**src/rtl/move_fsm.sv**
```systemverilog
// rtl/move_fsm.sv - MOVE instruction control FSM (Ri <- Rj over the shared bus)
// Sequences source read strobe, destination write strobe, then a next-instruction pulse.
module move_fsm #(
    parameter int IDX_W = 6
) (
    input  logic             clk,
    input  logic             reset,
    input  logic             start,
    input  logic [IDX_W-1:0] Ri,
    input  logic [IDX_W-1:0] Rj,
    output logic             start_next_I,
    output logic             R0_write,
    output logic             R0_read,
    output logic             R1_write,
    output logic             R1_read,
    output logic             R2_write,
    output logic             R2_read,
    output logic             R3_write,
    output logic             R3_read
);

    typedef enum logic [1:0] {
        S_IDLE  = 2'd0,
        S_READ  = 2'd1,
        S_WRITE = 2'd2,
        S_DONE  = 2'd3
    } state_t;

    state_t           state_q, state_d;
    logic [IDX_W-1:0] dst_q, dst_d;
    logic [IDX_W-1:0] src_q, src_d;
    logic [3:0]       rd_vec, wr_vec;
    logic             src_valid, dst_valid;

    always_ff @(posedge clk) begin
        if (reset) begin
            state_q <= S_IDLE;
            dst_q   <= '0;
            src_q   <= '0;
        end else begin
            state_q <= state_d;
            dst_q   <= dst_d;
            src_q   <= src_d;
        end
    end

    always_comb begin
        state_d = state_q;
        dst_d   = dst_q;
        src_d   = src_q;
        case (state_q)
            S_IDLE: begin
                if (start) begin
                    dst_d   = Ri;
                    src_d   = Rj;
                    state_d = S_READ;
                end
            end
            S_READ:  state_d = S_WRITE;
            S_WRITE: state_d = S_DONE;
            S_DONE:  state_d = S_IDLE;
            default: state_d = S_IDLE;
        endcase
    end

    // Indices above 3 address no register: the strobe is suppressed but sequencing continues.
    assign src_valid = ((src_q >> 2) == '0);
    assign dst_valid = ((dst_q >> 2) == '0);

    always_comb begin
        rd_vec = '0;
        wr_vec = '0;
        if (state_q == S_READ && src_valid) begin
            rd_vec[src_q[1:0]] = 1'b1;
        end
        if (state_q == S_WRITE && dst_valid) begin
            wr_vec[dst_q[1:0]] = 1'b1;
        end
    end

    assign start_next_I = (state_q == S_DONE);
    assign R0_read      = rd_vec[0];
    assign R1_read      = rd_vec[1];
    assign R2_read      = rd_vec[2];
    assign R3_read      = rd_vec[3];
    assign R0_write     = wr_vec[0];
    assign R1_write     = wr_vec[1];
    assign R2_write     = wr_vec[2];
    assign R3_write     = wr_vec[3];

endmodule

```
**config.mk**
```make
export PLATFORM = sky130hd
export DESIGN_NAME = move_fsm
export DESIGN_NICKNAME = d
export VERILOG_FILES = /design/src/rtl/move_fsm.sv
export SDC_FILE = /design/constraint.sdc
export NUM_CORES = 1
export LEC_CHECK = 0
export ABC_CLOCK_PERIOD_IN_PS = 2200
export BUFFER_PORTS_ARGS = -buffer_cell sky130_fd_sc_hd__buf_2
export CAP_MARGIN = 15
export CORE_MARGIN = 2
export CORE_UTILIZATION = 49
export DETAILED_ROUTE_END_ITERATION = 8
export PLACE_DENSITY_LB_ADDON = 0.12
export SLEW_MARGIN = 30
export SYNTH_ARGS = -nofsm -noshare
export SYNTH_HDL_FRONTEND = slang
export SYNTH_SLANG_ARGS = --single-unit
```
**constraint.sdc**
```tcl
create_clock -name clk -period 2.2 [get_ports clk]
set_input_delay 0 -clock clk [delete_from_list [all_inputs] [get_ports clk]]
set_output_delay 0 -clock clk [all_outputs]
set_load 0.005 [all_outputs]
```
==> metrics.txt <==
# TYPE chip_impl_metric gauge
chip_impl_metric{name="tmin_final",unit="ns"} 1.82
chip_impl_metric{name="maximum_fanout_count_along_the_critical_path",unit=""} 4
chip_impl_info{name="crit_startpoint",value="state_q[0]"} 1
chip_impl_metric{name="p_leak",unit="uW"} 0.000409
chip_impl_metric{name="max_freq",unit="GHz"} 0.549
chip_impl_metric{name="switching_share",unit="%"} 36.2
chip_impl_metric{name="dieHeight",unit="um"} 40.4
chip_impl_metric{name="synth.net_count",unit=""} 100
chip_impl_metric{name="slew_violations",unit=""} 0
chip_impl_metric{name="grt_pass1_vias",unit=""} 503
chip_impl_metric{name="post_cts_repair_resize_count",unit=""} 0
chip_impl_metric{name="worst_ep_required_time",unit="ns"} 2.20
chip_impl_metric{name="count_of_warnings_emitted_by_yosys",unit=""} 0
chip_impl_metric{name="wire_length_on_met1",unit="um"} 623
chip_impl_metric{name="hold_buffers",unit=""} 12
chip_impl_metric{name="totalPowerFinal",unit="uW"} 797
chip_impl_info{name="critical_path.slowest_cell",value="or4b_4"} 1
chip_impl_metric{name="reg_clk_slew_reported_paths",unit="ns"} 0.07
chip_impl_metric{name="totalWireLength",unit="mm"} 1.43
chip_impl_metric{name="diodes",unit=""} 0
chip_impl_metric{name="setup_viol",unit=""} 0
chip_impl_metric{name="wire_length_of_the_first_global_routing_pass",unit="mm"} 2.04
chip_impl_metric{name="tritoncts.num_buffers",unit=""} 3
chip_impl_metric{name="die_width",unit="um"} 40.4
chip_impl_metric{name="drc_errors",unit=""} 0
chip_impl_metric{name="post_cts_buffers",unit=""} 0
chip_impl_metric{name="area_growth_syn_to_layout",unit="%"} 40.8
chip_impl_metric{name="crit_path_max_incr_delay",unit="ns"} 0.48
chip_impl_info{name="hp-class",value="in2reg"} 1
chip_impl_info{name="crit_chain",value="inv_1 > ha_1 > or4b_4 > nor4b_1 > buf_2"} 1
chip_impl_info{name="worst_hold_path.endpoint",value="state_q[1]"} 1
chip_impl_metric{name="drt.antenna.violating_nets",unit=""} 0
chip_impl_metric{name="filler_instances",unit=""} 107
chip_impl_metric{name="final.period_utilization",unit="%"} 82.9
chip_impl_info{name="critical_path.reg2reg.startpoint",value="state_q[0]"} 1
chip_impl_metric{name="fp.dieArea",unit="mm2"} 0.00163
chip_impl_metric{name="met3RoutedLength",unit="um"} 63
chip_impl_metric{name="maxCapViolations",unit=""} 0
chip_impl_metric{name="place.detailed.hpwl",unit="um"} 983
chip_impl_metric{name="totalNegativeSetupSlack",unit="ns"} 0
chip_impl_info{name="start_kind",value="flip-flop"} 1
chip_impl_metric{name="drt-initial-drc-count",unit=""} 13
chip_impl_info{name="path_class",value="reg2out"} 1
chip_impl_metric{name="synth_seq_area_share",unit="%"} 43.2
chip_impl_metric{name="timing.max_slew.rel_slack",unit="%"} 72.5
chip_impl_info{name="timing.hold.worst.start",value="reset"} 1
chip_impl_metric{name="post_route_cells_drive_above_1_share",unit="%"} 24.3
chip_impl_metric{name="io_pins",unit=""} 24
chip_impl_metric{name="ir_drop",unit="mV"} 0.713
chip_impl_metric{name="clock-skew-final",unit="ns"} 0.00139
chip_impl_metric{name="power.density",unit="mW/mm2"} 871
chip_impl_metric{name="ctsHtreeMaxLevel",unit=""} 1
chip_impl_metric{name="grt_max_degree",unit=""} 15
chip_impl_metric{name="p_comb_share",unit="%"} 38.1
chip_impl_metric{name="first_drt_pass_iteration_count",unit=""} 5
chip_impl_metric{name="core.rowCount",unit=""} 13
chip_impl_info{name="status",value="finished, final reports clean"} 1
chip_impl_metric{name="multiInputGateArea",unit="um2"} 350
chip_impl_metric{name="clockPowerShare",unit="%"} 17.4
chip_impl_metric{name="synthesized_area",unit="um2"} 649
chip_impl_metric{name="placeableCoreArea",unit="mm2"} 0.00127
chip_impl_metric{name="cts-root-to-sink-buffers",unit=""} 2
chip_impl_metric{name="avgRoutedWirePerCell",unit="um"} 11.0
chip_impl_metric{name="r2r.worst_path.cells",unit=""} 5
chip_impl_metric{name="regToRegSetupSlack",unit="ns"} 0.85
chip_impl_info{name="root_buf_cell",value="clkbuf_4"} 1
chip_impl_info{name="endpoint_type_of_the_worst_setup_path",value="output port"} 1
chip_impl_info{name="tritoncts_clock_tree",value="done"} 1
chip_impl_info{name="highest_layer",value="met4"} 1
chip_impl_metric{name="vias_per_cell",unit=""} 4.94
chip_impl_info{name="rsz0062_at_grt",value="false"} 1
chip_impl_metric{name="met2WireLength",unit="um"} 706
chip_impl_metric{name="power.switching",unit="uW"} 289
chip_impl_metric{name="grt_util_all_layers",unit="%"} 19.7
chip_impl_metric{name="ys_ff_latch",unit=""} 14
chip_impl_metric{name="tightest_slew",unit="ns"} 0.413
chip_impl_metric{name="vias",unit=""} 642
chip_impl_metric{name="num-nets-final",unit=""} 137
chip_impl_metric{name="gp_congestion",unit=""} 0.682
chip_impl_metric{name="number_of_antenna_violations_at_the_first_check_in_global_routing",unit=""} 0
chip_impl_metric{name="pwr-share-seq",unit="%"} 44.5
chip_impl_metric{name="clk-insertion-delay-late",unit="ns"} 0.28
chip_impl_metric{name="gr-total-overflow",unit=""} 0
chip_impl_metric{name="post_synthesis_instance_total",unit=""} 80
chip_impl_metric{name="min_delay_path_depth",unit=""} 2
chip_impl_metric{name="cts.sink_count",unit=""} 14
chip_impl_metric{name="area.sequential",unit="um2"} 280
chip_impl_metric{name="arrival",unit="ns"} 1.82
chip_impl_metric{name="p_int",unit="uW"} 508
chip_impl_metric{name="place.port_buffers",unit=""} 23
chip_impl_metric{name="initial_utilization",unit="%"} 51.2
chip_impl_info{name="reg2reg_to",value="dst_q[2]"} 1
chip_impl_metric{name="finalHoldViolCount",unit=""} 0
chip_impl_metric{name="synthDistinctLibCells",unit=""} 15
chip_impl_metric{name="syn_avg_cell_area",unit="um2"} 8.12
## cells in the mapped netlist
cell	number	area (um2)
nand2_1	27	101
ha_1	5	62.6
nand2b_1	1	6.26
inv_1	2	7.51
a21oi_1	12	60.1
nor4b_1	4	35.0
dfxtp_1	14	280
clkbuf_1	3	11.3
mux2i_1	1	10.0
nor2_1	3	11.3
a211oi_1	1	7.51
nor3_1	2	10.0
and2_1	1	6.26
nor4_1	2	12.5
or4b_4	2	27.5
## through the flow
step                      hold slack (ns)  util [%]  std cells  setup slack [ns]  cell area [um2]
after floorplan                    0.0691         -         80             0.861              649
after global placement              0.240      60.8        115             0.738              772
after detailed placement            0.247      60.8        115             0.696              772
after CTS                          0.0647      72.1        130             0.392              915
after global routing               0.0726      72.1        130             0.323              915
final                              0.0530      72.1        130             0.377              915
## sequential cells by signal (all words and copies together), names as in the netlist
signal	cells
dst_q	6
src_q	6
state_q	2
## metal layers
metal	up-vias	global-route usage, %
met5	-	0
met4	0	12.5
met3	5	3.33
met2	19	32.1
met1	278	23.5
li1	340	-
## power groups by stage
stage	clock, uW	sequential (uW)	combinational (uW)
4_1_cts	144	355	308
3_5_place_dp	0	362	284
6_report	139	355	304
3_3_place_gp	0	357	275
5_1_grt	151	362	342
2_1_floorplan	0	349	213
## how the worst max path moves through the flow
stage               end  slack [ns]  depth (start not counted)
5_1_grt        R2_write        0.32                          5
3_3_place_gp   R1_write        0.74                          5
2_1_floorplan  R1_write        0.86                          4
3_5_place_dp   R1_write        0.70                          5
4_1_cts         R1_read        0.39                          5
6_report       R1_write        0.38                          5
## layout by cell type (no fill, tap or decap)
cell type and instances:
a211oi_1 1, a21oi_1 12, and2_1 1, buf_2 23, clkbuf_4 3, dfxtp_1 14
dlygate4sd3_1 12, ha_1 5, inv_1 2, mux2i_1 1, nand2_1 27, nand2b_1 1
nor2_1 3, nor3_1 2, nor4_1 2, nor4b_1 4, or4b_4 2
## cell families after synthesis
group | Yosys count | share of synthesized area [%]
adders and majority gates | 5 | 9.63
and+or+nand+nor | 42 | 32.4
muxes | 1 | 1.54
buffers and inverters | 5 | 2.89
DFF | 14 | 43.2
AOI/OAI and AO/OA | 13 | 10.4
## final cells by class
type                    count  area share (%)
multi-input cells          61            38.3
flip-flops and latches     14            30.6
clock buffers               3            2.46
well taps                  15            2.05
inverters                   2           0.821
repair buffers             35            25.7
## worst max-delay path, delay by kind of cell, from the launching register on
kind / cells / cell delay [ns]
adder cells (fa/ha/maj): 1 / 0.18
flip-flops: 1 / 0.34
AND/OR/NAND/NOR: 2 / 0.75
buffers and inverters: 2 / 0.28
Power figures use the tool's default switching activity.
